### src/rtl/switch_pkg.sv
// ---------------------------------------------------------------------------
// switch_pkg
//   Shared types and constants for the 4-port switch arbitration logic.
//   NPORTS      : number of input and output ports (fixed at 4)
//   TIMEOUT_W   : width of the per-output transfer timeout counter
//   port_idx_t  : 2-bit port index
//   arb_state_e : per-output arbiter state {IDLE, GRANT, XFER}
//   rr_pick     : round-robin winner search starting at a pointer
// ---------------------------------------------------------------------------
package switch_pkg;

  localparam int NPORTS    = 4;
  localparam int TIMEOUT_W = 8;

  typedef logic [1:0] port_idx_t;

  typedef enum logic [1:0] {
    IDLE  = 2'd0,
    GRANT = 2'd1,
    XFER  = 2'd2
  } arb_state_e;

  // First set bit of req at or after ptr, wrapping 3->0. Scanning from the
  // farthest offset down lets the nearest requester overwrite the result.
  function automatic port_idx_t rr_pick(input logic [NPORTS-1:0] req,
                                        input port_idx_t         ptr);
    port_idx_t idx;
    port_idx_t win;
    win = ptr;
    for (int k = NPORTS - 1; k >= 0; k--) begin
      idx = ptr + port_idx_t'(k);
      if (req[idx]) win = idx;
    end
    return win;
  endfunction

endpackage

### src/rtl/switch_out_arb.sv
// ---------------------------------------------------------------------------
// switch_out_arb
//   One output port's arbiter: IDLE/GRANT/XFER FSM, round-robin pointer and,
//   when ARB_TIMEOUT_EN is defined, an 8-bit transfer timeout counter.
//   Ports:
//     clk          : clock, posedge
//     reset        : asynchronous active-low reset
//     req[3:0]     : inputs currently requesting this output
//     rcv_rdy      : receiver ready (only looked at in IDLE)
//     data_rd      : receiver read strobe, ends XFER
//     grant[3:0]   : one-hot pulse to the winning input during GRANT
//     sel          : latched winner index (holds in IDLE)
//     valid_out    : high for the whole XFER state
//     timeout_err  : sticky timeout flag (0 unless ARB_TIMEOUT_EN)
//   Macro: ARB_TIMEOUT_EN enables the forced release after TIMEOUT+1 XFER cycles.
// ---------------------------------------------------------------------------
module switch_out_arb
  import switch_pkg::*;
#(
  parameter int unsigned TIMEOUT = 255
) (
  input  logic              clk,
  input  logic              reset,
  input  logic [NPORTS-1:0] req,
  input  logic              rcv_rdy,
  input  logic              data_rd,
  output logic [NPORTS-1:0] grant,
  output port_idx_t         sel,
  output logic              valid_out,
  output logic              timeout_err
);

  arb_state_e state_q, state_d;
  port_idx_t  ptr_q, ptr_d;
  port_idx_t  sel_q, sel_d;
  logic       release_c;

`ifdef ARB_TIMEOUT_EN
  localparam logic [TIMEOUT_W-1:0] LIMIT = TIMEOUT_W'(TIMEOUT);

  logic [TIMEOUT_W-1:0] cnt_q;
  logic                 err_q;
  logic                 expire_c;

  // data_rd on the limit cycle takes priority: normal release, no error.
  assign expire_c = (state_q == XFER) && !data_rd && (cnt_q == LIMIT);
`endif

  always_comb begin
    state_d   = state_q;
    ptr_d     = ptr_q;
    sel_d     = sel_q;
    grant     = '0;
    valid_out = 1'b0;
    release_c = 1'b0;
    unique case (state_q)
      IDLE: begin
        if (rcv_rdy && (|req)) begin
          state_d = GRANT;
          sel_d   = rr_pick(req, ptr_q);
        end
      end
      GRANT: begin
        grant[sel_q] = 1'b1;
        state_d      = XFER;
      end
      XFER: begin
        valid_out = 1'b1;
`ifdef ARB_TIMEOUT_EN
        release_c = data_rd || expire_c;
`else
        release_c = data_rd;
`endif
        if (release_c) begin
          state_d = IDLE;
          ptr_d   = sel_q + port_idx_t'(1);
        end
      end
      default: state_d = IDLE;
    endcase
  end

  always_ff @(posedge clk or negedge reset) begin
    if (!reset) begin
      state_q <= IDLE;
      ptr_q   <= '0;
      sel_q   <= '0;
    end else begin
      state_q <= state_d;
      ptr_q   <= ptr_d;
      sel_q   <= sel_d;
    end
  end

`ifdef ARB_TIMEOUT_EN
  // Counter is zero on the first XFER cycle and counts XFER cycles after it.
  always_ff @(posedge clk or negedge reset) begin
    if (!reset) begin
      cnt_q <= '0;
      err_q <= 1'b0;
    end else begin
      if (state_q == GRANT)     cnt_q <= '0;
      else if (state_q == XFER) cnt_q <= cnt_q + 1'b1;
      if (expire_c)             err_q <= 1'b1;
    end
  end

  assign timeout_err = err_q;
`else
  assign timeout_err = 1'b0;
`endif

  assign sel = sel_q;

endmodule

### src/rtl/switch_arbiter.sv
// ---------------------------------------------------------------------------
// switch_arbiter
//   Arbitration and sequencing controller for the 4-port switch datapath.
//   Decodes each input's destination field into per-output request vectors,
//   runs one round-robin arbiter per output and merges their grants.
//   Parameters:
//     DEST_LSB : bit position of the 2-bit destination field in each address byte
//     TIMEOUT  : XFER timeout limit (ARB_TIMEOUT_EN builds only)
//   Ports:
//     clk, reset        : clock (posedge), asynchronous active-low reset
//     valid_in[3:0]     : per-input request, held until its grant pulse
//     addr_in[31:0]     : 4 address bytes, byte i for input i
//     rcv_rdy[3:0]      : per-output receiver ready
//     data_rd[3:0]      : per-output read strobe ending the transfer
//     grant[3:0]        : per-input one-cycle grant pulse
//     out_sel[7:0]      : 2-bit source index per output
//     valid_out[3:0]    : per-output transfer active
//     timeout_err[3:0]  : per-output sticky timeout flag
//   Macro: ARB_TIMEOUT_EN enables per-output transfer timeouts.
// ---------------------------------------------------------------------------
module switch_arbiter
  import switch_pkg::*;
#(
  parameter int unsigned DEST_LSB = 0,
  parameter int unsigned TIMEOUT  = 255
) (
  input  logic                clk,
  input  logic                reset,
  input  logic [NPORTS-1:0]   valid_in,
  input  logic [8*NPORTS-1:0] addr_in,
  input  logic [NPORTS-1:0]   rcv_rdy,
  input  logic [NPORTS-1:0]   data_rd,
  output logic [NPORTS-1:0]   grant,
  output logic [2*NPORTS-1:0] out_sel,
  output logic [NPORTS-1:0]   valid_out,
  output logic [NPORTS-1:0]   timeout_err
);

  port_idx_t         dest     [NPORTS];
  logic [NPORTS-1:0] req_arb  [NPORTS];
  logic [NPORTS-1:0] grant_arb[NPORTS];
  port_idx_t         sel_arb  [NPORTS];

  // Only the destination field of each address byte is consumed here.
  logic unused_addr;
  assign unused_addr = ^addr_in;

  for (genvar i = 0; i < NPORTS; i++) begin : g_dest
    assign dest[i] = addr_in[8*i+DEST_LSB +: 2];
  end

  always_comb begin
    for (int o = 0; o < NPORTS; o++) begin
      for (int i = 0; i < NPORTS; i++) begin
        req_arb[o][i] = valid_in[i] && (dest[i] == port_idx_t'(o));
      end
    end
  end

  for (genvar o = 0; o < NPORTS; o++) begin : g_arb
    switch_out_arb #(
      .TIMEOUT (TIMEOUT)
    ) u_arb (
      .clk         (clk),
      .reset       (reset),
      .req         (req_arb[o]),
      .rcv_rdy     (rcv_rdy[o]),
      .data_rd     (data_rd[o]),
      .grant       (grant_arb[o]),
      .sel         (sel_arb[o]),
      .valid_out   (valid_out[o]),
      .timeout_err (timeout_err[o])
    );
    assign out_sel[2*o +: 2] = sel_arb[o];
  end

  // An input has exactly one destination, so the OR never merges two grants
  // for the same input.
  always_comb begin
    grant = '0;
    for (int o = 0; o < NPORTS; o++) grant = grant | grant_arb[o];
  end

endmodule

### config.mk
export PLATFORM = sky130hd
export DESIGN_NAME = switch_arbiter
export DESIGN_NICKNAME = d
export VERILOG_FILES = /design/src/rtl/switch_pkg.sv /design/src/rtl/switch_out_arb.sv /design/src/rtl/switch_arbiter.sv
export SDC_FILE = /design/constraint.sdc
export NUM_CORES = 1
export LEC_CHECK = 0
export CORE_MARGIN = 2
export CORE_UTILIZATION = 48
export DETAILED_ROUTE_END_ITERATION = 8
export PLACE_DENSITY = 0.93
export SLEW_MARGIN = 10
export SYNTH_ARGS = -nofsm -noshare
export SYNTH_HDL_FRONTEND = slang
export SYNTH_SLANG_ARGS = --single-unit
### constraint.sdc
create_clock -name clk -period 2.1 [get_ports clk]
set_clock_uncertainty 0.1 [all_clocks]
set_input_delay 0.21 -clock clk [delete_from_list [all_inputs] [get_ports clk]]
set_output_delay 0.21 -clock clk [all_outputs]
set_load 0.01 [all_outputs]
==> PnR_summary.wiki <==
{| class="wikitable"
! Metric !! Value
|-
| Number of synthesized flops with an enable pin || 0
|-
| Post-DP HPWL || 3193 microns
|-
| Count of TritonRoute iterations in the first routing pass || 4
|-
| Detail Route Antenna Nets || 0
|-
| Peak fanout along the critical path || 6
|-
| Number of failing setup endpoints in the final timing report || 0
|-
| Commonest cells in the synthesized netlist || 24 x sky130_fd_sc_hd__dfrtp_1, 19 x sky130_fd_sc_hd__inv_1, 19 x sky130_fd_sc_hd__nand2_1, 16 x sky130_fd_sc_hd__ha_1
|-
| CTS tree || built
|-
| Pin count of the biggest net entering global routing || 25
|-
| Worst min-delay path class || primary input to async pin
|-
| Adder and majority gate portion of the synthesized area || 0.1108
|-
| Synth-to-Final Area Change || 29.36%
|-
| Die footprint || 0.004271 sq mm
|-
| Count of hold buffers inserted by post-cts repair || 0
|-
| Clock edge transition at the registers on the reported setup and hold paths || 0.09 ns
|-
| Maximum buffer depth of the clock tree || 2
|-
| Final worst-path setup slack || 0.06794 ns
|-
| Wire length of the first global-routing pass || 6817 microns
|-
| Number of CTS-inserted buffers || 3
|-
| Register bit total from synthesis || 24
|-
| Vias per cell || 5.581
|-
| Vias post-DR || 1613
|-
| Library cell occupying the most area in the post-synthesis netlist || sky130_fd_sc_hd__dfrtp_1
|-
| CTS root buffer || sky130_fd_sc_hd__clkbuf_8
|-
| Worst setup SP type || register
|-
| Total negative slack || 0 ns
|-
| Crit Path Category || register to output port
|-
| Max Clock Freq || 492.1 MHz
|-
| Count leader, synth || sky130_fd_sc_hd__dfrtp_1
|-
| Drc violations || 0
|-
| Worst path top cell family by delay || buffers and inverters
|-
| Largest stage delay, worst path || 0.48 ns
|-
| Critical path data required time || 1.79 ns
|-
| Insertion delay to the later sink of the worst-skew pair || 0.28 ns
|-
| Wire length per cell after detailed routing || 14.54 microns
|-
| Total gr overflow || 0
|-
| Global-route track usage on met3 || 0.03253
|-
| Area share of the leading cell type in the synthesized netlist || 0.3324
|-
| Std-Cell Core Area || 0.003633 sq mm
|-
| Antenna diode instance count || 0
|-
| Setup repair after global routing missed its margin || no
|-
| Reported leakage power || 1.122 nW
|-
| Routability congestion estimate || 0.8830
|-
| Synth Area in Simple Gates || 0.2389
|-
| Portion of the post-synthesis area used by sequential elements || 0.3324
|-
| Sequence of cells on the critical path || ha_1 -> a22oi_1 -> nand2_1 -> clkdlybuf4s50_1
|-
| Sinks on the clock net || 24
|-
| Antenna violations before repair || 0
|-
| All-layer global routing usage || 0.2050
|-
| Result of the run || completed
|-
| Core Rows || 22
|-
| Most heavily used metal layer in global routing || met2
|-
| Starting utilization of the core area || 0.4972
|-
| Port Buffer Count || 37
|-
| Post-placement worst setup slack || 0.08438 ns
|-
| Power per unit of standard cell area || 936.8 mW/mm^2
|-
| Initial DRC Count || 109
|-
| Arrival time of the worst setup path || 1.72 ns
|-
| Cells taking the most area after synthesis || sky130_fd_sc_hd__dfrtp_1 33%, sky130_fd_sc_hd__ha_1 11%, sky130_fd_sc_hd__a22oi_1 4.2%
|-
| Synthesized area divided by synthesized cell count || 9.265 sq um
|-
| CTS H-tree lvls || 1
|-
| Hold violation count in the final report || 0
|-
| Worst voltage drop across the vdd grid || 0.4906 mV
|-
| Die outline height || 65.35 microns
|-
| Synthesized cell area || 0.001807 sq mm
|-
| Number of global-route vias before repair || 1513
|-
| Final number of max-transition violations || 0
|-
| Distinct cells, synth || 49
|-
| Async set-or-reset flop fraction in the synthesized netlist || 1.000
|-
| Total Routed Length || 4201 microns
|-
| GR Layer Usage met2 || 0.3418
|-
| Share of layout cells above drive strength 1 || 0.1577
|-
| Min cycle time layout || 2.032 ns
|-
| Net count, final || 304
|-
| DIE WIDTH || 65.35 microns
|-
| Xor/xnor share of the synthesized area || 0
|-
| Count of boundary I/O pins || 66
|-
| Buf+Inv Stages, Crit Path || 1
|-
| Routing usage on met1 || 0.2647
|-
| Max-cap violation count || 0
|-
| Proportion of synthesized area in mux cells || 0.05125
|-
| Tcrit/Tclk final || 0.9676
|-
| CP max-delay cell || sky130_fd_sc_hd__clkdlybuf4s50_1
|-
| Gate count after technology mapping || 195
|-
| Yosys warning total || 0
|-
| Main combinational cell family by area after synthesis || simple AND/OR/NAND/NOR gates
|-
| Top_reg_cell synth || sky130_fd_sc_hd__dfrtp_1
|-
| Worst setup EP type || output port
|-
| Synth Area in Compound Gates || 0.1918
|}
## where the power goes
part	internal (mW)	switching [mW]	leakage [nW]	total, mW
Sequential	0.640	0.238	0.296	0.878
Clock	0.168	0.159	0.0288	0.327
Combinational	0.549	0.436	0.797	0.985
Total	1.36	0.833	1.12	2.19
## layer usage
layer / up-vias / part of all wire
li1: 787 / -
met4: 0 / 0.019
met3: 7 / 0.053
met5: - / 0
met1: 770 / 0.45
met2: 49 / 0.48
## cells in the final DEF (no fill, tap or decap), drive strengths merged, types with 2 or more instances in the layout
cell type,n
a21o,4
a22oi,10
and3,2
and3b,3
buf,10
clkbuf,4
clkdlybuf4s50,35
conb,4
dfrtp,24
ha,16
inv,19
mux2,7
nand2,19
nand3,7
nand3b,10
nand4,2
nor2,7
nor2b,8
nor3b,2
o21a,3
o21ai,7
o21bai,3
o22ai,4
o2bb2ai,4
or2,2
or3b,4
## kinds of logic (layout without fill, tap and decap cells)
kind of cell / after synthesis / after routing
fa+ha+maj: 16 / 16
mux: 8 / 8
buf+inv: 27 / 70
simple gates: 72 / 72
other cells: 1 / 4
compound gates: 47 / 47
flops: 24 / 24
## final cells by class
type	count	area, sq um
Clock buffer	4	55.05
Fill cell	296	1296
Inverter	19	71.32
Multi-Input combinational cell	147	1096
Sequential cell	24	608.1
Tap cell	48	60.06
Timing Repair Buffer	47	446.7
## final timing paths
path | startpoint | endpoint | slack [ns] | cells past startpoint
hold / removal | reset | g_arb[3].u_arb.ptr_q[1] | 0.20 | 2
setup / recovery | g_arb[1].u_arb.sel[0] | grant[1] | 0.07 | 4
setup reg to reg | g_arb[2].u_arb.state_q[1] | g_arb[2].u_arb.sel[1] | 0.75 | 4
min in group clk | data_rd[0] | g_arb[0].u_arb.state_q[1] | 0.43 | 3
max in group asynchronous | reset | g_arb[0].u_arb.sel[0] | 1.43 | 2
hold reg to reg | g_arb[2].u_arb.sel[0] | g_arb[2].u_arb.ptr_q[0] | 0.46 | 1
## flip-flops by register name (all words and copies together), names as in the netlist
| signal | cells |
|---|---|
| g_arb.u_arb.sel | 8 |
| g_arb.u_arb.ptr_q | 8 |
| g_arb.u_arb.state_q | 8 |
## stage by stage
step,cells,power [mW],util,hold slack [ns],instance area [sq um]
floorplan,198,1.381,-,-0.1856,1818
global placement,283,1.787,0.6188,0.4349,2248
detailed placement,283,1.824,0.6188,0.4514,2248
CTS,288,2.169,0.6374,0.2118,2316
global route,289,2.344,0.6433,0.2244,2337
finish,289,2.190,0.6433,0.1978,2337
## timing repair
action                                  CTS  global route
gates resized for setup                   4             8
buffers inserted                          1             1
endpoints found under the setup margin    4             3
No activity file was read; power rests on OpenSTA's default activity.
